<file path="src/rtl/uart_pkg.sv">
// Shared UART definitions: line levels and receiver FSM states.
// Start/stop levels are common to the transmit and receive stages.
package uart_pkg;

    typedef enum logic [2:0] {
        IDLE,
        START,
        DATA,
        STOP,
        WAIT_IDLE
    } rx_state_t;

    localparam logic START_BIT  = 1'b0;
    localparam logic STOP_BIT   = 1'b1;
    localparam logic IDLE_LEVEL = 1'b1;

    // Counter width that stays at least one bit wide for tiny ranges.
    function automatic int clog2_min1(input int value);
        return (value <= 2) ? 1 : $clog2(value);
    endfunction

endpackage

</file>
<file path="src/rtl/uart_sync.sv">
// Two-flop synchronizer with a configurable reset level.
module uart_sync #(
    parameter logic RST_VAL = 1'b1
) (
    input  logic clk,
    input  logic rst,
    input  logic d,
    output logic q
);

    logic meta;

    // Two-stage capture of the asynchronous input.
    always_ff @(posedge clk or negedge rst) begin
        if (!rst) begin
            meta <= RST_VAL;
            q    <= RST_VAL;
        end else begin
            meta <= d;
            q    <= meta;
        end
    end

endmodule

</file>
<file path="src/rtl/uart_receive.sv">
// UART receiver: oversampled start/data/stop framing with a valid/ready
// output, framing-error and overrun pulses. Assumes D_WIDTH >= 2.
module uart_receive
    import uart_pkg::*;
#(
    parameter int D_WIDTH      = 4,
    parameter int CLKS_PER_BIT = 1
) (
    input  logic               clk,
    input  logic               rst,
    input  logic               rx,
    output logic [D_WIDTH-1:0] rx_data,
    output logic               rx_valid,
    input  logic               rx_ready,
    output logic               rx_busy,
    output logic               frame_err,
    output logic               overrun
);

    localparam int HALF    = (CLKS_PER_BIT - 1) / 2;
    localparam int C_WIDTH = clog2_min1(CLKS_PER_BIT);
    localparam int B_WIDTH = $clog2(D_WIDTH + 1);

    localparam logic [C_WIDTH-1:0] CNT_LAST = C_WIDTH'(CLKS_PER_BIT - 1);
    localparam logic [C_WIDTH-1:0] CNT_HALF = C_WIDTH'(HALF);
    localparam logic [C_WIDTH-1:0] CNT_ONE  = C_WIDTH'(1);
    localparam logic [B_WIDTH-1:0] BIT_LAST = B_WIDTH'(D_WIDTH - 1);

    rx_state_t          state, state_next;
    logic [C_WIDTH-1:0] cnt, cnt_next;
    logic [B_WIDTH-1:0] bit_idx, bit_idx_next;
    logic [D_WIDTH-1:0] shift_reg, shift_next;
    logic               rx_s;
    logic               load;
    logic               ferr_next;
    logic               ovr_next;

    uart_sync #(.RST_VAL(IDLE_LEVEL)) u_sync (
        .clk (clk),
        .rst (rst),
        .d   (rx),
        .q   (rx_s)
    );

    // State, bit timer, bit index and shift register.
    always_ff @(posedge clk or negedge rst) begin
        if (!rst) begin
            state     <= IDLE;
            cnt       <= '0;
            bit_idx   <= '0;
            shift_reg <= '0;
        end else begin
            state     <= state_next;
            cnt       <= cnt_next;
            bit_idx   <= bit_idx_next;
            shift_reg <= shift_next;
        end
    end

    // Framing decisions; every sample is taken from the synchronized line.
    always_comb begin
        state_next   = state;
        cnt_next     = cnt;
        bit_idx_next = bit_idx;
        shift_next   = shift_reg;
        load         = 1'b0;
        ferr_next    = 1'b0;
        ovr_next     = 1'b0;
        case (state)
            IDLE: begin
                cnt_next     = '0;
                bit_idx_next = '0;
                if (rx_s == START_BIT) begin
                    // With no mid-bit offset the first low cycle is already
                    // the start-bit midpoint, so skip the START check.
                    if (HALF == 0) begin
                        state_next = DATA;
                    end else begin
                        state_next = START;
                        cnt_next   = CNT_ONE;
                    end
                end
            end
            START: begin
                if (cnt == CNT_HALF) begin
                    cnt_next     = '0;
                    bit_idx_next = '0;
                    // Line back high at mid-start is a glitch: drop silently.
                    state_next   = (rx_s == START_BIT) ? DATA : IDLE;
                end else begin
                    cnt_next = cnt + CNT_ONE;
                end
            end
            DATA: begin
                if (cnt == CNT_LAST) begin
                    shift_next   = {rx_s, shift_reg[D_WIDTH-1:1]};
                    cnt_next     = '0;
                    bit_idx_next = bit_idx + B_WIDTH'(1);
                    if (bit_idx == BIT_LAST) begin
                        state_next = STOP;
                    end
                end else begin
                    cnt_next = cnt + CNT_ONE;
                end
            end
            STOP: begin
                if (cnt == CNT_LAST) begin
                    cnt_next = '0;
                    if (rx_s == STOP_BIT) begin
                        state_next = IDLE;
                        // A word being accepted this cycle frees the slot.
                        if (!rx_valid || rx_ready) begin
                            load = 1'b1;
                        end else begin
                            ovr_next = 1'b1;
                        end
                    end else begin
                        ferr_next  = 1'b1;
                        state_next = WAIT_IDLE;
                    end
                end else begin
                    cnt_next = cnt + CNT_ONE;
                end
            end
            WAIT_IDLE: begin
                // Hold off on a break so the low line is not seen as a start.
                if (rx_s == IDLE_LEVEL) begin
                    state_next = IDLE;
                end
            end
            default: begin
                state_next = IDLE;
            end
        endcase
    end

    // Output word holding register and valid/ready handshake.
    always_ff @(posedge clk or negedge rst) begin
        if (!rst) begin
            rx_data  <= '0;
            rx_valid <= 1'b0;
        end else if (load) begin
            rx_data  <= shift_reg;
            rx_valid <= 1'b1;
        end else if (rx_valid && rx_ready) begin
            rx_valid <= 1'b0;
        end
    end

    // Single-cycle error pulses.
    always_ff @(posedge clk or negedge rst) begin
        if (!rst) begin
            frame_err <= 1'b0;
            overrun   <= 1'b0;
        end else begin
            frame_err <= ferr_next;
            overrun   <= ovr_next;
        end
    end

    assign rx_busy = (state != IDLE);

endmodule
</file>
<file path="config.mk">
export PLATFORM = sky130hd
export DESIGN_NAME = uart_receive
export DESIGN_NICKNAME = d
export VERILOG_FILES = /design/src/rtl/uart_pkg.sv /design/src/rtl/uart_sync.sv /design/src/rtl/uart_receive.sv
export SDC_FILE = /design/constraint.sdc
export NUM_CORES = 1
export LEC_CHECK = 0
export CAP_MARGIN = 40
export CORE_UTILIZATION = 50
export CTS_CLUSTER_DIAMETER = 50
export CTS_CLUSTER_SIZE = 12
export DETAILED_ROUTE_END_ITERATION = 10
export HOLD_SLACK_MARGIN = 0.08
export PLACE_DENSITY = 0.75
export SLEW_MARGIN = 0
export SYNTH_ARGS = -nofsm -noshare
export SYNTH_HDL_FRONTEND = slang
export SYNTH_SLANG_ARGS = --single-unit
</file>
<file path="constraint.sdc">
create_clock -name clk -period 1.74 [get_ports clk]
set_input_delay 0.348 -clock clk [delete_from_list [all_inputs] [get_ports clk]]
set_output_delay 0.348 -clock clk [all_outputs]
set_load 0.03 [all_outputs]
</file>
==> results.md <==
- The async set-or-reset flop fraction in the synthesized netlist is 1.00.
- Wires add up to 1.11 mm.
- The worst path in the final design needs a cycle of 1650 ps, including I/O delays and setup.
- From synthesis to final layout, the design area changed by 19.1%.
- After synthesis the netlist holds a flip-flop and latch count of 19.
- The largest single stage delay on the critical path is 670 ps.
- The post-detailed-route count of antenna-violating nets is 0.
- The placed instance count is 84.
- TritonCTS built the clock tree.
- The number of DRC violations after detailed routing is 0.
- The final layout contains 79 nets.
- The number of placement rows is 14.
- The worst hold path belongs to the class flip-flop to flip-flop.
- The first detailed-routing pass ran for 2 iterations.
- Using the TritonRoute via totals, the vias-per-cell ratio works out to 5.45.
- The slowest stage of the critical path is the sky130_fd_sc_hd__clkdlybuf4s50_1 cell.
- The most common library cell in the layout ignoring fill and taps is sky130_fd_sc_hd__dfrtp_1.
- For the final database, setup skew stands at 7.07 ps.
- Counting flops with a built-in enable in the synthesized netlist gives 0.
- Hold repair after CTS inserted 0 buffers.
- Counting along the longest clock path gives a buffer depth of 2.
- The clock input transition at the sequential cells of the worst setup and hold paths is 110 ps.
- From left edge to right edge, the die measures 42.0 um.
- The master cell of the clock root buffer is sky130_fd_sc_hd__clkbuf_4.
- The count of buffers added on input and output ports is 11.
- The largest net degree at the start of global routing is 20.
- After global routing the overflow that remains totals 0.
- The TritonCTS buffer count is 3.
- The routed layout has 480 vias.
- Measured against its own limit, the worst slew margin works out to 0.796.
- After the first detailed-routing iteration, the DRC count stood at 9.
- Dividing the synthesized area by the synthesized cell count gives 14.3 um2.
- The detailed placer's ending HPWL is approximately 830 um.
- In this run the static leakage power is 0.445 nW.
- The number of nets in the synthesized netlist is 62.
- Final hold analysis gives a worst-case slack of 364 ps.
- The number of cell instances on the worst register-to-register path is 4.
- The number of fill cells in the layout is 122.
- The power density over cell area is 1760 mW/mm2.
- The via count of the first global-routing pass came to around 450.
- The count of final max-slew check failures is 0.
- The number of setup violations in the final report is 0.
- Clock latency on the worst-skew pair, taken at its later pin, is between 200 and 300 ps.
- Routability-driven placement finished with a final weighted congestion of just over 0.7.
- In this run the number of cells on the critical path is 1.
- The worst setup path is of the flip-flop to output port kind.
- In the layout the commonest cells are 17 x sky130_fd_sc_hd__dfrtp_1, 10 x sky130_fd_sc_hd__clkdlybuf4s50_1, 9 x sky130_fd_sc_hd__mux2_2.
- The buffering stage count on the worst path with inverters included is 1.
- The number of setup buffers added after CTS is 0.
- The number of different library cells in the post-synthesis netlist is 21.
- The required arrival time at the worst endpoint is around 1400 ps.
- Excluding fillers, the count of instances in the completed layout stands at 88.
- The sort of element at the end of the critical path is an output port.
- The actual slew at the worst max-slew pin is 305 ps.
- The type of origin of the critical path is a flip-flop.
- Of the synthesized area, sequential elements account for 0.597.
- The post-route clock period utilization is 0.951.
- The most used flip-flop cell after synthesis is sky130_fd_sc_hd__dfrtp_1.
- The number of I/O pins is 12.
- The final count of hold timing violations was 0.
- The post-route worst setup slack is 85.0 ps.
- The initial antenna violation count is 0.
- The global-route wire length before repair is 1.90 mm.
- The combined area of all synthesized cells is 801 um2.
- Based on the critical path, the design can be clocked at up to 604 MHz.
- The yosys synthesis warning count is 0.
- Along the worst hold path, the cell count comes to 0.
- In this run the standard cell core region covers 0.00151 mm2.
- Setup repair after global routing left no endpoint under its margin.
- The highest ir drop seen on vdd is 0.937 mV.
- The number of clock sinks is 19.
- The all-layer global routing usage is 0.147.
- The worst slack at placement is 81.5 ps.
- 0 antenna diodes ended up in the layout.
- The flow ran to the end, and the final reports show no timing, DRC or antenna violations.
- For this configuration, the core starts out at a cell density of 0.532.
- In this run the number of H-tree levels came out at 1.
- The die footprint is roughly 0.0018 mm2.
- The post-detailed-route wirelength per cell is 12.6 um.
- Of the cells placed in the final design, the portion with a size suffix greater than 1 is 0.319.
- In this run the worst path has a maximum fanout of 2.
- After layout, the design draws a total of about 1.7 mW.
- Synthesis handed over a netlist of 56 instances.
- Traced cell by cell, the critical path runs through clkdlybuf4s50_1.
- The critical path arrival is 1310 ps.
- The tool flagged a number of max-cap violations equal to 0.
- The vertical extent of the die is approximately 42 um.
- Adding up every negative setup slack in the final design gives 0 ps.
- The cell class contributing the biggest share of worst-path delay is buffers and inverters.
==> area by class of cell <==
type	instances	area [um2]	share of cell area
inverters	1	3.75	0.00394
clock buffers	3	22.5	0.0236
repair buffers	15	135	0.142
clock inverters	1	5.00	0.00525
flip-flops and latches	19	478	0.501
multi-input cells	33	289	0.303
well taps	16	20.0	0.0210
==> synthesized netlist by cell type (all sizes together), types with 2 or more instances <==
master   n  area share
nand2    4       0.019
mux2     9        0.13
buf      3       0.038
ha       2       0.031
dfrtp   17        0.53
dfstp    2       0.066
nor2b    2       0.025
nor2     4       0.028
a22o     4       0.044
==> report_power, final <==
group | total, mW | internal (mW) | switching [mW]
Combinational | 0.762 | 0.395 | 0.368
Sequential | 0.702 | 0.607 | 0.0951
Clock | 0.210 | 0.0853 | 0.125
==> worst paths after layout <==
check                            start     endpoint  slack, ps
setup / recovery            rx_data[3]   rx_data[3]         90
hold / removal             u_sync.meta     u_sync.q        360
setup reg to reg              state[2]   rx_data[3]        340
hold reg to reg            u_sync.meta     u_sync.q        360
max in group asynchronous          rst  u_sync.meta       1110
min in group asynchronous          rst   bit_idx[0]        380
==> timing repair <==
item	4_1_cts	5_1_grt
setup endpoints to repair	1	1
hold endpoints to repair	0	0
resized for setup	2	1
==> stage by stage <==
step	utilization	cell area [um2]
2_1_floorplan	-	801
3_3_place_gp	0.618	931
3_5_place_dp	0.618	931
4_1_cts	0.636	958
5_1_grt	0.633	953
6_report	0.633	953
==> cell families after synthesis <==
family          Yosys count  synth area share
mux                       9             0.127
buf+inv                   4            0.0422
fa+ha+maj                 2            0.0312
flops                    19             0.597
compound gates            7            0.0687
simple gates             15             0.134
==> routing by layer <==
layer / share of wire / global-route usage / vias to the layer above / routed length (um)
met1: 0.46 / 0.186 / 242 / 514
met4: 0.0090 / 0.0750 / 0 / 10
met3: 0.042 / 0.0431 / 2 / 47
li1: - / - / 228 / -
met5: 0 / 0 / - / 0
met2: 0.49 / 0.231 / 8 / 541
(Power assumes the default switching activity.)
